### src/rtl/step_ctrl.sv
`default_nettype none
// ============================================================================
// step_ctrl : snake step pacing and steering controller
// Revision  : 1.0
// ============================================================================
module step_ctrl #(
    parameter logic [23:0] TICK_BASE   = 24'd5_000_000,
    parameter logic [23:0] TICK_DEC    = 24'd250_000,
    parameter logic [23:0] TICK_MIN    = 24'd1_000_000,
    parameter logic [15:0] DEB_CYCLES  = 16'd50_000,
    parameter int          LEVEL_SHIFT = 2
) (
    input  logic       clk,
    input  logic       rst,
    input  logic [3:0] btn,
    input  logic [9:0] length,
    input  logic       bite_self,
    output logic       vld,
    output logic [3:0] way,
    output logic [3:0] level,
    output logic       game_over
);

    typedef enum logic [2:0] {
        S_IDLE   = 3'd0,
        S_COUNT  = 3'd1,
        S_COMMIT = 3'd2,
        S_STEP   = 3'd3,
        S_DEAD   = 3'd4
    } state_t;

    localparam logic [15:0] DEB_LAST  = DEB_CYCLES - 16'd1;
    localparam logic [3:0]  DIR_RIGHT = 4'b1000;

    state_t      state, state_next;
    logic [3:0]  sync1, sync2, deb, hit, press, sel;
    logic        press_any;
    logic [23:0] tick_cnt, period;
    logic [3:0]  q0, q1, ref_dir, ref_opp;
    logic [1:0]  q_cnt;
    logic [3:0]  len_level;
    logic [23:0] len_period;
    logic        first_load, reload, pop, push, commit, flush, queue_en, sample_len;

    function automatic logic [3:0] calc_level(input logic [9:0] len);
        logic [9:0] sh;
        sh = len >> LEVEL_SHIFT;
        return (sh > 10'd15) ? 4'd15 : sh[3:0];
    endfunction

    // Subtraction is clamped at zero before the floor so a large level never wraps.
    function automatic logic [23:0] calc_period(input logic [3:0] lv);
        logic [27:0] dec;
        logic [23:0] rem;
        dec = {24'd0, lv} * {4'd0, TICK_DEC};
        if (dec >= {4'd0, TICK_BASE})
            rem = 24'd0;
        else
            rem = TICK_BASE - dec[23:0];
        return (rem < TICK_MIN) ? TICK_MIN : rem;
    endfunction

    assign len_level  = calc_level(length);
    assign len_period = calc_period(len_level);

    always_ff @(posedge clk) begin
        if (rst) begin
            sync1 <= 4'd0;
            sync2 <= 4'd0;
        end else begin
            sync1 <= btn;
            sync2 <= sync1;
        end
    end

    for (genvar i = 0; i < 4; i++) begin : g_deb
        logic [15:0] cnt;
        logic        bit_q;

        // hit marks the sample that completes a run of DEB_CYCLES mismatches
        assign hit[i]   = (sync2[i] != bit_q) && (cnt == DEB_LAST);
        assign press[i] = hit[i] && sync2[i];
        assign deb[i]   = bit_q;

        always_ff @(posedge clk) begin
            if (rst) begin
                cnt   <= 16'd0;
                bit_q <= 1'b0;
            end else if (sync2[i] == bit_q) begin
                cnt <= 16'd0;
            end else if (hit[i]) begin
                cnt   <= 16'd0;
                bit_q <= sync2[i];
            end else begin
                cnt <= cnt + 16'd1;
            end
        end
    end

    always_comb begin
        sel = 4'b0000;
        if (press[3])      sel = 4'b1000;
        else if (press[2]) sel = 4'b0100;
        else if (press[1]) sel = 4'b0010;
        else if (press[0]) sel = 4'b0001;
    end

    assign press_any = |press;

    // Tail before and after a pop is the same direction, so one reference serves both.
    assign ref_dir = (q_cnt == 2'd2) ? q1 : ((q_cnt == 2'd1) ? q0 : way);
    assign ref_opp = {ref_dir[2], ref_dir[3], ref_dir[0], ref_dir[1]};
    assign push    = queue_en && press_any && (sel != ref_dir) && (sel != ref_opp)
                     && ((q_cnt != 2'd2) || pop);

    always_ff @(posedge clk) begin
        if (rst)
            state <= S_IDLE;
        else
            state <= state_next;
    end

    always_comb begin
        state_next = state;
        vld        = 1'b0;
        first_load = 1'b0;
        reload     = 1'b0;
        pop        = 1'b0;
        commit     = 1'b0;
        flush      = 1'b0;
        queue_en   = 1'b0;
        case (state)
            S_IDLE: begin
                if (press_any) begin
                    first_load = 1'b1;
                    state_next = S_COUNT;
                end
            end
            S_COUNT: begin
                queue_en = 1'b1;
                if (tick_cnt == 24'd0)
                    state_next = S_COMMIT;
            end
            S_COMMIT: begin
                queue_en   = 1'b1;
                commit     = 1'b1;
                pop        = (q_cnt != 2'd0);
                state_next = S_STEP;
            end
            S_STEP: begin
                queue_en   = 1'b1;
                vld        = 1'b1;
                reload     = 1'b1;
                state_next = S_COUNT;
            end
            S_DEAD: begin
                flush = 1'b1;
            end
            default: begin
                state_next = S_IDLE;
            end
        endcase
        if (bite_self) begin
            state_next = S_DEAD;
            vld        = 1'b0;
            first_load = 1'b0;
            reload     = 1'b0;
            pop        = 1'b0;
            commit     = 1'b0;
            queue_en   = 1'b0;
            flush      = 1'b1;
        end
    end

    assign sample_len = ((state == S_IDLE) && !bite_self) || commit;
    assign game_over  = (state == S_DEAD);

    always_ff @(posedge clk) begin
        if (rst) begin
            tick_cnt <= 24'd0;
            period   <= 24'd0;
            level    <= 4'd0;
            way      <= DIR_RIGHT;
            q0       <= 4'd0;
            q1       <= 4'd0;
            q_cnt    <= 2'd0;
        end else begin
            if (first_load)
                tick_cnt <= len_period - 24'd1;
            else if (reload)
                tick_cnt <= period - 24'd1;
            else if ((state == S_COUNT) && (tick_cnt != 24'd0))
                tick_cnt <= tick_cnt - 24'd1;

            if (sample_len) begin
                level  <= len_level;
                period <= len_period;
            end

            if (first_load)
                way <= sel;
            else if (pop)
                way <= q0;

            if (flush) begin
                q_cnt <= 2'd0;
            end else begin
                case ({pop, push})
                    2'b10: begin
                        q0    <= q1;
                        q_cnt <= q_cnt - 2'd1;
                    end
                    2'b01: begin
                        if (q_cnt == 2'd0)
                            q0 <= sel;
                        else
                            q1 <= sel;
                        q_cnt <= q_cnt + 2'd1;
                    end
                    2'b11: begin
                        if (q_cnt == 2'd2) begin
                            q0 <= q1;
                            q1 <= sel;
                        end else begin
                            q0 <= sel;
                        end
                    end
                    default: begin
                    end
                endcase
            end
        end
    end

endmodule
`default_nettype wire

### config.mk
export PLATFORM = sky130hd
export DESIGN_NAME = step_ctrl
export DESIGN_NICKNAME = d
export VERILOG_FILES = /design/src/rtl/step_ctrl.sv
export SDC_FILE = /design/constraint.sdc
export NUM_CORES = 1
export LEC_CHECK = 0
export CORE_ASPECT_RATIO = 2
export CORE_MARGIN = 5
export CORE_UTILIZATION = 62
export DETAILED_ROUTE_END_ITERATION = 8
export GPL_TIMING_DRIVEN = 0
export PLACE_DENSITY_LB_ADDON = 0.1
export SLEW_MARGIN = 20
export SYNTH_ARGS = -nofsm -noshare
export SYNTH_HDL_FRONTEND = slang
export SYNTH_SLANG_ARGS = --single-unit
### constraint.sdc
create_clock -name clk -period 6.7 [get_ports clk]
set_clock_uncertainty 0.2 [all_clocks]
set_input_delay 1.34 -clock clk [delete_from_list [all_inputs] [get_ports clk]]
set_output_delay 1.34 -clock clk [all_outputs]
set_load 0.01 [all_outputs]
==> Word level (Yosys, flattened, before mapping) <==
Index checks and enable logic that the tools add are counted.
{ "totals": {"regBits": 145, "mem_count": 0, "wordCells": 150, "out_inout_bits": 10, "rom_bits": 0, "ramBits": 0, "latch_bits": 0} }
{ "op_classes": {"shifts": 0, "n_div": 0, "eq_ne": 32, "bitwise": 6, "order_cmp": 2, "n_mux": 37, "n_mul": 1, "n_reduce_logical": 43, "add_sub_neg": 10} }
{ "op_table": {"columns": ["cell", "count"], "rows": [
  ["24-bit 2-to-1 mux", 4],
  ["24-bit by 1-bit subtractor with 24-bit output (second input constant)", 3],
  ["16-bit by 1-bit adder with 16-bit output (second input constant)", 4],
  ["16-bit equality test (second input constant)", 4],
  ["4-bit 2-to-1 mux", 10],
  ["24-bit zero test", 1],
  ["24-bit by 20-bit < comparator with 1-bit output (second input constant)", 1],
  ["24-bit nonzero test", 1],
  ["23-bit by 22-bit subtractor with 24-bit output (first input constant)", 1],
  ["4-bit by 14-bit multiplier with 18-bit output (second input constant)", 1],
  ["3-bit one-hot mux with 5 select lines", 1],
  ["3-bit OR reduction", 5],
  ["1-bit logical AND", 14],
  ["1-bit 2-to-1 mux", 14],
  ["2-bit inequality test (second input constant)", 7],
  ["3-bit 2-to-1 mux", 4],
  ["4-bit one-hot mux with 3 select lines", 1],
  ["3-bit AND reduction", 3],
  ["8-bit by 4-bit > comparator with 1-bit output (second input constant)", 1],
  ["4-bit inequality test", 2],
  ["4-bit one-hot mux with 2 select lines", 1],
  ["2-bit AND reduction", 4],
  ["2-bit nonzero test", 4],
  ["2-bit equality test (second input constant)", 3],
  ["other kinds (20)", 37]
]} }

==> Logic depth before layout (Yosys ltp) <==
{ "depth": {"ltp_word": 14, "mapped_depth": 17, "ltp_nobuf": 15} }

==> Worst setup path before layout <==
OpenSTA, ideal clock, no wires.
{ "synth_timing": {"path_type": "in2reg", "startpoint": "input port length[7]", "endpoint": "register tick_cnt[22]", "arrival_ns": 5.704, "required_ns": 6.421, "cell_stages": 14, "slack_ns": 0.717, "path_buffers": 1, "setup_ns": 0.079, "path_cell_list": "or4_4 -> buf_6 -> nor2_1 -> inv_1 -> fa_1 -> fa_1 -> ha_1 -> or2_2 -> a21oi_1 -> a311oi_1 -> a211oi_2 -> xor2_2 -> or4b_2 -> o211ai_1"} }
{ "synth_between": {"elab_chain_len": 8} }
{ "synth_lines": {"columns": ["item", "line_no", "source"], "rows": [
  ["from (decl)", "16", "input logic [9:0] length,"],
  ["8-bit by 4-bit > comparator with 1-bit output (*)", "48", "return (sh > 10'd15) ? 4'd15 : sh[3:0];"],
  ["4-bit 2-to-1 mux (*)", "48", null],
  ["4-bit by 14-bit multiplier with 18-bit output (*)", "55", "dec = {24'd0, lv} * {4'd0, TICK_DEC};"],
  ["23-bit by 22-bit subtractor with 24-bit output (*)", "59", "rem = TICK_BASE - dec[23:0];"],
  ["24-bit by 20-bit < comparator with 1-bit output", "60", "return (rem < TICK_MIN) ? TICK_MIN : rem;"],
  ["24-bit 2-to-1 mux (*)", "60", null],
  ["named net len_period[19]", "42", "logic [23:0] len_period;"],
  ["24-bit by 1-bit subtractor with 24-bit output (*)", "189", "tick_cnt <= len_period - 24'd1;"],
  ["24-bit 2-to-1 mux (*)", "188", "if (first_load)"],
  ["to (signal assigned)", "189", null],
  ["to (signal assigned)", "191", "tick_cnt <= period - 24'd1;"],
  ["to (signal assigned)", "193", "tick_cnt <= tick_cnt - 24'd1;"],
  ["to (decl)", "38", "logic [23:0] tick_cnt, period;"]
]} }
The timed path passes the listed nets; every way through them passes the cells marked *.
A chain may end at the register's enable or synchronous reset.

==> Worst setup path in the final report <==
Same ends and word-level chain as after synthesis.

==> run_results.csv <==
group,metric,value,unit
sta,setup_viol,0,
sta,relSlewSlack,32.2,%
route,drc_errors,0,
floorplanning,rows,60,
power_and_ir_drop,p_seq_share,41.2,%
logic_synthesis,synth.top_cell.area_share,32.4,%
worst_setup_path,critPathSlowestCell,"or4b_2",
grt,grt_max_degree,17,
final_layout,n_antenna_cell,0,
logic_synthesis,async_reset_ff_share,0,%
logic_synthesis,syn_inst,1050,
logic_synthesis,synth-edff-count,0,
cts,clk_pin_slew,0.07,ns
worst_setup_path,crit_path_end_kind,"flip-flop",
grt,grt_pass1_vias,8371,
power_and_ir_drop,internal_power,1.51,mW
hold_path,min_path_cells,1,
cts,cts_tree,"yes",
placement,port_buffers,24,
cts,clock-sinks,138,
final_layout,syn2layout_area_growth,13.0,%
logic_synthesis,syn_area_per_cell,8.12,µm²
floorplanning,die_h,176,µm
worst_setup_path,worst_ep_required_time,6.84,ns
grt,grtUsageTotal,31.8,%
sta,final_max_slew_viol_count,0,
worst_setup_path,r2r_cells,16,
grt,grt_overflow,0,
worst_setup_path,cpPeakStageDelay,0.67,ns
placement,hpwlAfterDp,18800,µm
sta,worst-slew-pin-transition,1.01,ns
final_layout,final_nets,1149,
route,drtIter0Drc,509,
logic_synthesis,ys_top_cells_by_area,"dfxtp_1, nor2_1, ha_1",
floorplanning,start_util,63.1,%
route,first_pass_iters,5,
power_and_ir_drop,vdd_drop_max,0.124,mV
placement,place_congestion,1.01,
hold_path,hp-class,"flip-flop to flip-flop",
worst_setup_path,rrSetupSlack,1.50,ns
logic_synthesis,yosys.area.top_type,"dfxtp_1",
worst_setup_path,r2r-end,"tick_cnt[22]",
sta,finalHoldViolCount,0,
power_and_ir_drop,total_power,2.05,mW
hold_path,holdPathEnd,"sync2[0]",
route,vias,8264,
power_and_ir_drop,p_comb_share,9.2,%
logic_synthesis,synth_nets,1105,
logic_synthesis,yosysMostFrequentCell,"dfxtp_1",
worst_setup_path,worstReg2RegStart,"state[0]",
power_and_ir_drop,power.share.clock,49.6,%
worst_setup_path,cp_max_fo,10,
route,wl_per_cell,19.8,µm
grt,grt_pass1_wl,41000,µm
floorplanning,io_pins,27,
status,status,"complete, no violations",
cts,clockRootBuffer,"clkbuf_16",
power_and_ir_drop,p_leak,3.46,nW
logic_synthesis,ys_ff_latch,138,
route,ant_nets,0,
final_layout,fin_util,71.3,%
route,drt_wl_total,25000,µm
job,max-cap-violations,0,
cts,cts_max_path_buffers,2,
placement,place_area,8970,µm²
final_layout,layout-drive-gt1-share,6.96,%
logic_synthesis,synth_common_cells,"dfxtp_1, nor2_1, nand2_1, a21oi_1, nand3_1",
sta,min_period,6.46,ns
power_and_ir_drop,switchingPower,0.541,mW
sta,finalCritPeriodShare,96.4,%
worst_setup_path,timing_worst_setup_path_type,"primary input to flip-flop",
cts,cts_setup_buffers,0,
grt,grt_antenna_before_repair,0,
floorplanning,core_area,13500,µm²
route,vias_per_cell,6.55,
logic_synthesis,syn_area,8520,µm²
final_layout,fin_area,9630,µm²
cts,clock_latency,0.43,ns
sta,fmax,155,MHz
power_and_ir_drop,power_density,212,nW/µm²
cts,numCtsBuffers,17,
worst_setup_path,startpoint_type,"primary input",
logic_synthesis,seq_area_frac_synth,32.4,%
floorplanning,die_w,92.9,µm
worst_setup_path,path_cells,"clkdlybuf4s50_1, or4_4, buf_6, nor2_4, inv_1, ha_1, inv_1, fa_1, fa_1, nor2b_1, a311oi_1, a211oi_2, xor2_4, or4b_2, o211ai_1",
power_and_ir_drop,switching_share,26.5,%
logic_synthesis,synth_cell_type_count,76,
cts,h-tree-depth,4,
logic_synthesis,ys_warn_count,0,
floorplanning,die_area,16300,µm²
logic_synthesis,ys.flop_type,"dfxtp_1",
hold_path,hp-start,"sync1[0]",
worst_setup_path,worst-endpoint-arrival,6.60,ns
[worst max-delay path, delay by kind of cell]
kind | cells | cell delay, ns
buffers and inverters | 4 | 0.88
xor gates and xnor gates | 1 | 0.22
and+or+nand+nor | 4 | 1.93
AOI/OAI and AO/OA | 3 | 0.75
adders and majority gates | 3 | 1.48
[stage by stage]
stage	std cells	setup TNS [ns]	hold WS [ns]	setup slack (ns)
floorplan	1050	0	0.213	0.717
global placement	1229	-11.85	0.219	-0.707
detailed placement	1230	-12.30	0.224	-0.718
CTS	1262	0	0.242	0.00333
global route	1262	-0.0197	0.266	-0.0197
finish	1262	0	0.237	0.244
[cells by family (layout without fill, tap and decap cells)]
family,Yosys count,count (layout),share of synthesized area (%)
buffers and inverters,74,131,3.43
AOI/OAI and AO/OA,220,220,18.0
and+or+nand+nor,460,460,27.3
adders and majority gates,38,38,6.02
muxes,25,25,3.01
DFF,138,138,32.4
xor gates and xnor gates,95,95,9.85
[state kept, by name (all words and copies together), names as in the netlist]
signal and count:
state 3, level 4, tick_cnt 24, g_deb.cnt 64, way 4, period 17, q1 4, q_cnt 2
g_deb.bit_q 4, q0 4, sync1 4, sync2 4
[metal layers]
metal | part of all wire [%] | global-route usage, % | vias to the layer above
met5 | 0 | 0 | -
met1 | 33 | 29.9 | 3867
met3 | 5.0 | 5.23 | 153
met4 | 8.1 | 24.2 | 0
met2 | 54 | 59.2 | 352
li1 | - | - | 3892
[how the worst max path moves through the flow]
| stage | startpoint | end | cells after the start |
|---|---|---|---|
| 5_1_grt | length[7] | period[11] | 16 |
| 2_1_floorplan | length[7] | tick_cnt[22] | 14 |
| 4_1_cts | length[7] | period[7] | 16 |
| 3_3_place_gp | length[7] | period[7] | 16 |
| 3_5_place_dp | length[7] | period[7] | 16 |
| 6_report | length[7] | tick_cnt[22] | 15 |
[repair_timing]
| action | CTS | global route |
|---|---|---|
| hold buffers | 0 | 0 |
| resized for setup | 3 | 4 |
| setup endpoints to repair | 18 | 18 |
[cell type report]
class                           instances  area (µm²)
Buffer                                 47         191
Multi-Input combinational cell        838        5510
Sequential cell                       138        2760
Inverter                               27         101
Tap cell                              155         194
Fill cell                            1140        3880
Clock inverter                         15         201
Clock buffer                           17         425
Timing Repair Buffer                   25         245
[power groups by stage]
stage | Sequential (mW) | Clock (mW) | Combinational, mW
2_1_floorplan | 0.859 | 0 | 0.123
3_3_place_gp | 0.861 | 0 | 0.178
3_5_place_dp | 0.862 | 0 | 0.180
4_1_cts | 0.843 | 1.02 | 0.181
5_1_grt | 0.845 | 1.05 | 0.205
6_report | 0.844 | 1.02 | 0.188
[placed cells by master (no fill, tap or decap), drive strengths merged, types with 5 or more instances in the layout]
master / count
dfxtp: 138
nor2: 133
nand2: 86
a21oi: 58
clkbuf: 53
nand3: 50
xor2: 48
xnor2: 47
o21ai: 37
nor3: 36
inv: 35
ha: 33
clkdlybuf4s50: 24
nand4: 22
mux2i: 20
nor4: 20
and3: 16
a211oi: 16
nor2b: 15
o21a: 14
or3: 14
o31ai: 14
nand2b: 13
buf: 12
or2: 10
o211ai: 10
nor4bb: 8
and2: 7
a31oi: 7
o221a: 7
or4: 7
a22oi: 7
nor4b: 6
nor3b: 6
o32ai: 6
mux2: 5
a21o: 5
fa: 5
Note: power is estimated with default switching activity, not from simulation.
